<file path="src/rtl/isp_yuv422.sv">
`timescale 1ns/1ps
// -----------------------------------------------------------------------------
// isp_yuv422
//
// Purpose:
//   Converts the full-resolution YUV444 stream from the sharpen stage into an
//   interleaved YUV422 stream with one 2*BITS word per pixel. Chroma is shared
//   per horizontal pixel pair: even columns carry U, odd columns carry V.
//   The fixed latency is 3 pixel clocks for data, href and vsync.
//
// Configuration macro:
//   ISP_YUV422_CHROMA_AVG_EN
//     defined   : chroma is pair-averaged with round-half-up.
//     undefined : chroma is decimated (even -> U_even, odd -> V_odd).
//
// Parameters:
//   BITS    component width of Y, U and V
//   WIDTH   nominal active pixels per line (sizes the column counter)
//   HEIGHT  nominal lines per frame (no logic depends on it)
//
// Ports:
//   pclk       pixel clock, rising-edge active
//   rst_n      asynchronous active-low reset
//   in_href    line valid, one pixel per cycle while high
//   in_vsync   frame sync, delayed only
//   in_data_y  luma
//   in_data_u  Cb
//   in_data_v  Cr
//   out_href   in_href delayed 3 cycles
//   out_vsync  in_vsync delayed 3 cycles
//   out_data   {C, Y}; C = U on even columns, V on odd columns; 0 when out_href=0
//   odd_width  sticky: a line of the current frame had an odd pixel count;
//              cleared on in_vsync rising edge (a coincident set wins)
// -----------------------------------------------------------------------------
module isp_yuv422 #(
  parameter int BITS   = 8,
  parameter int WIDTH  = 1280,
  parameter int HEIGHT = 960
) (
  input  logic              pclk,
  input  logic              rst_n,
  input  logic              in_href,
  input  logic              in_vsync,
  input  logic [BITS-1:0]   in_data_y,
  input  logic [BITS-1:0]   in_data_u,
  input  logic [BITS-1:0]   in_data_v,
  output logic              out_href,
  output logic              out_vsync,
  output logic [2*BITS-1:0] out_data,
  output logic              odd_width
);

  localparam int CW = $clog2(WIDTH + 1);

  // Elaboration-time sanity check on the frame geometry.
  if (WIDTH < 1 || HEIGHT < 1) begin : g_bad_geometry
    $error("isp_yuv422: WIDTH and HEIGHT must be at least 1");
  end

  // ---------------------------------------------------------------------------
  // href / vsync delay lines. Tap 0 is the S1 copy, tap 1 is S2, tap 2 drives
  // the outputs.
  // ---------------------------------------------------------------------------
  logic [2:0] href_sr;
  logic [2:0] vsync_sr;
  logic [2:0] href_tap;
  logic [2:0] vsync_tap;

  assign href_tap  = {href_sr[1:0], in_href};
  assign vsync_tap = {vsync_sr[1:0], in_vsync};

  genvar gi;
  generate
    for (gi = 0; gi < 3; gi++) begin : g_sync_delay
      always_ff @(posedge pclk or negedge rst_n) begin
        if (!rst_n) begin
          href_sr[gi]  <= 1'b0;
          vsync_sr[gi] <= 1'b0;
        end else begin
          href_sr[gi]  <= href_tap[gi];
          vsync_sr[gi] <= vsync_tap[gi];
        end
      end
    end
  endgenerate

  // ---------------------------------------------------------------------------
  // Pipeline data registers
  // ---------------------------------------------------------------------------
  logic [BITS-1:0]   s1_y_reg, s1_u_reg, s1_v_reg;
  logic [BITS-1:0]   s2_y_reg, s2_u_reg, s2_v_reg;
  logic              s2_odd_reg;
  logic [CW-1:0]     col_reg;
  logic [CW-1:0]     col_next;
  logic              s1_odd;
  logic [2*BITS-1:0] out_data_reg;
  logic [2*BITS-1:0] out_data_next;
  logic              odd_width_reg;
  logic              odd_width_next;

  // col_reg is the column of the pixel currently in S1. It restarts at 0 on
  // the first pixel of every href run, so a mid-line href drop restarts the
  // phase at even.
  always_comb begin
    col_next = '0;
    if (in_href && href_sr[0]) begin
      col_next = col_reg + 1'b1;
    end
  end

  assign s1_odd = href_sr[0] & col_reg[0];

  always_ff @(posedge pclk or negedge rst_n) begin
    if (!rst_n) begin
      s1_y_reg   <= '0;
      s1_u_reg   <= '0;
      s1_v_reg   <= '0;
      col_reg    <= '0;
      s2_y_reg   <= '0;
      s2_u_reg   <= '0;
      s2_v_reg   <= '0;
      s2_odd_reg <= 1'b0;
    end else begin
      s1_y_reg   <= in_data_y;
      s1_u_reg   <= in_data_u;
      s1_v_reg   <= in_data_v;
      col_reg    <= col_next;
      s2_y_reg   <= s1_y_reg;
      s2_u_reg   <= s1_u_reg;
      s2_v_reg   <= s1_v_reg;
      s2_odd_reg <= s1_odd;
    end
  end

  // ---------------------------------------------------------------------------
  // Pair classification of the S2 pixel.
  //   s2_even_pair : S2 is even and S1 holds its odd partner. If S1 carries
  //                  href while S2 also does, they belong to the same run and
  //                  S1 is necessarily the next (odd) column.
  //   s2_lone      : S2 is even and the line ended behind it.
  // ---------------------------------------------------------------------------
  logic s2_even_pair;
  logic s2_lone;
  logic vsync_rise;
  logic [BITS-1:0] c_sel;

  assign s2_even_pair = href_sr[1] & ~s2_odd_reg &  href_sr[0];
  assign s2_lone      = href_sr[1] & ~s2_odd_reg & ~href_sr[0];
  assign vsync_rise   = in_vsync & ~vsync_sr[0];

`ifdef ISP_YUV422_CHROMA_AVG_EN
  // Round-half-up average at BITS+1 bits; the shifted result always fits in
  // BITS, so no saturation is needed.
  logic [BITS:0]   u_sum;
  logic [BITS:0]   v_sum;
  logic [BITS-1:0] u_avg;
  logic [BITS-1:0] v_avg;
  logic [BITS-1:0] v_hold_reg;
  logic [BITS-1:0] v_hold_next;

  assign u_sum = {1'b0, s2_u_reg} + {1'b0, s1_u_reg} + {{BITS{1'b0}}, 1'b1};
  assign v_sum = {1'b0, s2_v_reg} + {1'b0, s1_v_reg} + {{BITS{1'b0}}, 1'b1};
  assign u_avg = BITS'(u_sum >> 1);
  assign v_avg = BITS'(v_sum >> 1);

  // The pair's V is computed while the even pixel is output and consumed one
  // cycle later with the odd pixel.
  always_comb begin
    v_hold_next = v_hold_reg;
    if (s2_even_pair) begin
      v_hold_next = v_avg;
    end
  end

  always_ff @(posedge pclk or negedge rst_n) begin
    if (!rst_n) begin
      v_hold_reg <= '0;
    end else begin
      v_hold_reg <= v_hold_next;
    end
  end

  always_comb begin
    c_sel = s2_u_reg;
    if (s2_odd_reg) begin
      c_sel = v_hold_reg;
    end else if (s2_even_pair) begin
      c_sel = u_avg;
    end
  end
`else
  // Decimation: each pixel keeps the chroma component of its own phase.
  always_comb begin
    c_sel = s2_u_reg;
    if (s2_odd_reg) begin
      c_sel = s2_v_reg;
    end
  end
`endif

  // ---------------------------------------------------------------------------
  // Output stage (S3)
  // ---------------------------------------------------------------------------
  always_comb begin
    out_data_next = '0;
    if (href_sr[1]) begin
      out_data_next = {c_sel, s2_y_reg};
    end
  end

  // A lone pixel reaching the output on the same edge as a vsync clear keeps
  // the flag set.
  always_comb begin
    odd_width_next = odd_width_reg;
    if (s2_lone) begin
      odd_width_next = 1'b1;
    end else if (vsync_rise) begin
      odd_width_next = 1'b0;
    end
  end

  always_ff @(posedge pclk or negedge rst_n) begin
    if (!rst_n) begin
      out_data_reg  <= '0;
      odd_width_reg <= 1'b0;
    end else begin
      out_data_reg  <= out_data_next;
      odd_width_reg <= odd_width_next;
    end
  end

  assign out_href  = href_sr[2];
  assign out_vsync = vsync_sr[2];
  assign out_data  = out_data_reg;
  assign odd_width = odd_width_reg;

endmodule

</file>
<file path="config.mk">
export PLATFORM = sky130hd
export DESIGN_NAME = isp_yuv422
export DESIGN_NICKNAME = d
export VERILOG_FILES = /design/src/rtl/isp_yuv422.sv
export SDC_FILE = /design/constraint.sdc
export NUM_CORES = 1
export LEC_CHECK = 0
export BUFFER_PORTS_ARGS = -buffer_cell sky130_fd_sc_hd__buf_2
export CORE_MARGIN = 1
export CORE_UTILIZATION = 55
export CTS_CLUSTER_SIZE = 14
export DETAILED_ROUTE_END_ITERATION = 8
export PLACE_DENSITY = 0.81
export SYNTH_ARGS = -nofsm -noshare
export SYNTH_HDL_FRONTEND = slang
export SYNTH_SLANG_ARGS = --single-unit
</file>
<file path="constraint.sdc">
create_clock -name pclk -period 1.6 [get_ports pclk]
set_input_delay 0 -clock pclk [delete_from_list [all_inputs] [get_ports pclk]]
set_output_delay 0 -clock pclk [all_outputs]
set_load 0.01 [all_outputs]
</file>
## Word-level counts from Yosys, hierarchy flattened

Cells that the tools add are included.

| cells by class | value |
|---|---|
| add/subtract/negate cells | 1 |
| mux-type cells | 5 |
| bitwise operators | 7 |
| reductions and logical operators | 2 |

Operators by type and width:

| kind | count |
|---|---|
| $mux W16 | 1 |
| $add A11 B1 Y11 const B | 1 |
| $mux W11 | 1 |
| $mux W8 | 1 |
| $and A1 B1 Y1 | 4 |
| $not A1 Y1 | 3 |
| $mux W1 | 2 |
| $reduce_bool A2 Y1 | 1 |
| $logic_and A1 B1 Y1 | 1 |

| word-level totals | value |
|---|---|
| register bits | 83 |
| input bits | 28 |
| output and inout bits | 19 |
| logic and storage cells | 31 |

## Depth between registers and ports, before layout

| depth | value |
|---|---|
| depth after elaboration | 4 |
| gate-level depth with buffers | 3 |

## Least setup slack after synthesis

No wires, ideal clock.

| timing | value |
|---|---|
| kind | register to register |
| start | register href_sr[1] |
| end | register out_data_reg[7] (netlist: out_data[7]) |
| arrival | 0.698 ns |
| data required time | 1.481 ns |
| path slack | 0.783 ns |
| cell stages (with the launch flop) | 3 |
| path buffers | 1 |
| clock period less this slack | 0.817 ns |
| cell sequence | dfrtp_1 -> buf_2 -> and2_1 |

| between the ends | value |
|---|---|
| word-level cells in the longest chain between the ends | 1 |

RTL lines:

| element | line | RTL |
|---|---|---|
| start, declared | 64 | `logic [2:0] href_sr;` |
| start signal, assigned by index | 80 | `href_sr[gi] <= href_tap[gi];` |
| $mux W16 | 206 | `if (href_sr[1]) begin` |
| net out_data_next[7] | 97 | `logic [2*BITS-1:0] out_data_next;` |
| end signal, assigned | 227 | `out_data_reg <= out_data_next;` |
| end, declared | 96 | `logic [2*BITS-1:0] out_data_reg;` |

The timed path passes the listed nets, and every way through them passes these cells.
A chain may end at the register's enable or synchronous reset.

## Final worst setup path

| timing | value |
|---|---|
| start | register s2_odd_reg |
| end | register out_data_reg[15] (netlist: out_data[15]) |

| between the ends | value |
|---|---|
| word-level cells in the longest chain between the ends | 2 |

RTL lines:

| element | line | RTL |
|---|---|---|
| start, declared | 92 | `logic s2_odd_reg;` |
| start signal, assigned | 131 | `s2_odd_reg <= s1_odd;` |
| $mux W8 | 195 | `if (s2_odd_reg) begin` |
| $mux W16 | 206 |  |
| net out_data_next[15] | 97 |  |

The timed path passes the listed nets, and every way through them passes these cells.

==> run_results.csv <==
group,metric,value,unit
cts,cts_tree,"done",
detailed_routing,vias,1065,
synthesis,ys_seq_area_share,88.5,%
synthesis,synth_seq_cells,73,
placement,place.port_buffers,46,
finish,multiInputGateArea,220,um2
finish,final_layout_size_suffix_gt1_share,33.2,%
setup_path,critPathLaunch,"s2_odd_reg",
global_route,gr-usage-all-layers,19.6,%
finish,fillers,186,
power,total_power,3.75,mW
placement,hpwl,1700,um
setup_path,crit_cells,2,
floorplan,dieHeight,63.3,um
timing,fin_ws,0.520,ns
finish,finalNonFillerCells,239,
timing,final.setup.tns,0,ns
synthesis,synth_area,2060,um2
synthesis,synth_top_family_by_area,"simple AND/OR/NAND/NOR gates",
run_status,status,"finished, final reports clean",
setup_path,crit_family,"flip-flops",
setup_path,cp_data_arrival_time,1.29,ns
power,ir_drop,1.33,mV
timing,rsz0062_at_grt,"false",
global_route,grt_pass1_vias,1154,
finish,final_nets,216,
finish,n_antenna_cell,0,
cts,clock_sinks,73,
finish,most-common-layout-cells,"dfrtp_1, buf_2, dlygate4sd3_1, clkbuf_8, and2_1",
worst_hold_path,worstHoldPathType,"input pin to async pin",
synthesis,yosys_warnings,0,
timing,finalClockSkew,0.00519,ns
setup_path,r2r_cells,2,
power,leakagePower,1.38,nW
power,power_density,1310,nW/um2
detailed_routing,drc,0,
cts,cts-root-buf,"clkbuf_8",
placement,place.gp.congestion,0.664,
floorplan,initial_core_util,59.5,%
floorplan,ioPinCount,47,
synthesis,synth_simple_gate_area_share,6.43,%
timing,setup_viol,0,
setup_path,rr_startpoint,"s2_odd_reg",
synthesis,synth_fp_nets,133,
cts,clk_path_buf_depth,2,
synthesis,synth_fa_ha_area_share,0,%
detailed_routing,wl,3090,um
synthesis,synthCells,105,
floorplan,die_area,4000,um2
timing,relSlewSlack,68.1,%
setup_path,critPathMaxFanout,9,
timing,hold_viol_final,0,
finish,area_growth,38.3,%
global_route,grt_pass1_wl,5360,um
detailed_routing,vias_per_cell,4.46,
global_route,antenna_found_initial,0,
cts,clock_latency,0.32,ns
timing,clock.fmax,0.926,GHz
setup_path,max_stage_delay,0.64,ns
setup_path,critPathBufInv,0,
finish,layout_commonest_cell,"dfrtp_1",
setup_path,cp_cell_sequence,"mux2i_1, nor2b_1",
cts,post_cts_resized,0,
floorplan,die_w,63.3,um
synthesis,muxShareOfSynthArea,3.88,%
setup_path,worstSetupPathType,"flop to flop",
setup_path,slowest_stage,"dfrtp_1",
floorplan,rows,21,
synthesis,synth_compound_area_share,0.364,%
global_route,grt_max_degree,56,
timing,min_period,1.08,ns
setup_path,critPathLaunchType,"flop",
timing,period_share,67.5,%
floorplan,core_area,3470,um2
cts,htreeDepth,3,
placement,placed_cells,196,
detailed_routing,drtPass1Iterations,4,
detailed_routing,post_drt_wl_per_cell,12.9,um
synthesis,post_synth_xor_area_fraction,0,%
finish,largest_register_ffs,16,
flow_run,cap_violations,0,
cts,path_clk_slew,0.07,ns
timing,finalMaxSlewViolations,0,
synthesis,syn_area_per_cell,19.6,um2
setup_path,worstSetupEndpointType,"flop",
synthesis,synth_cell_types,11,
detailed_routing,drt_iter0_drc,25,
cts,cts_made_buffers,9,
timing,tightest_slew,0.479,ns
finish,seqCellArea,1830,um2
placement,pre_cts_slack,0.519,ns
setup_path,required,1.81,ns
detailed_routing,antenna_left,0,
global_route,grt-ovfl-total,0,
-- metrics by stage --
stage	area, um2	hold slack (ns)	util, %
floorplan	2060	-0.296	-
global placement	2350	-0.0593	67.9
detailed placement	2350	-0.0391	67.9
CTS	2850	0.149	82.3
global route	2850	0.175	82.3
finish	2850	0.141	82.3
-- cell families after synthesis --
family	Yosys count
compound gates	1
buf+inv	2
flops	73
mux	8
simple gates	21
-- per-layer routing --
metal | share of wire [%] | vias up | GRT usage (%)
li1 | - | 495 | -
met1 | 41 | 530 | 23.5
met2 | 53 | 35 | 31.7
met3 | 4.5 | 5 | 5.98
met4 | 1.7 | 0 | 11.1
met5 | 0 | - | 0
-- path summary, 6_finish.rpt --
path / slack [ns] / endpoint
setup / recovery: 0.52 / out_data[15]
hold / removal: 0.14 / out_data[2]
setup reg to reg: 0.52 / out_data[15]
hold reg to reg: 0.35 / s2_y_reg[7]
max in group asynchronous: 0.86 / s2_u_reg[6]
min in group pclk: 0.30 / s1_u_reg[2]
-- synth_stat cells --
master / n / area share (%)
nor2_1: 1 / 0.18
nand2b_1: 1 / 0.30
a21o_1: 1 / 0.36
buf_2: 1 / 0.24
buf_6: 1 / 0.55
nor3b_2: 1 / 0.61
nand2_1: 1 / 0.18
nor2b_1: 8 / 2.4
mux2i_1: 8 / 3.9
dfrtp_1: 73 / 89
and2_1: 9 / 2.7
-- what timing repair did --
item,CTS,global route
hold endpoints to repair,46,0
hold buffers,27,0
setup endpoints to repair,0,0
setup buffers,0,0
-- power by group --
| group | total, mW | internal (mW) | switching, mW | leakage (nW) |
|---|---|---|---|---|
| Sequential | 1.98 | 1.94 | 0.0364 | 0.874 |
| Clock | 1.57 | 0.957 | 0.612 | 0.115 |
| Combinational | 0.202 | 0.113 | 0.0893 | 0.396 |
-- area by class of cell --
class,instances,area share [%]
clock inverters,5,2.72
flip-flops and latches,73,64.0
repair buffers,74,18.2
clock buffers,11,5.30
well taps,46,2.02
multi-input cells,30,7.72
No activity file was read; power rests on OpenSTA's default activity.
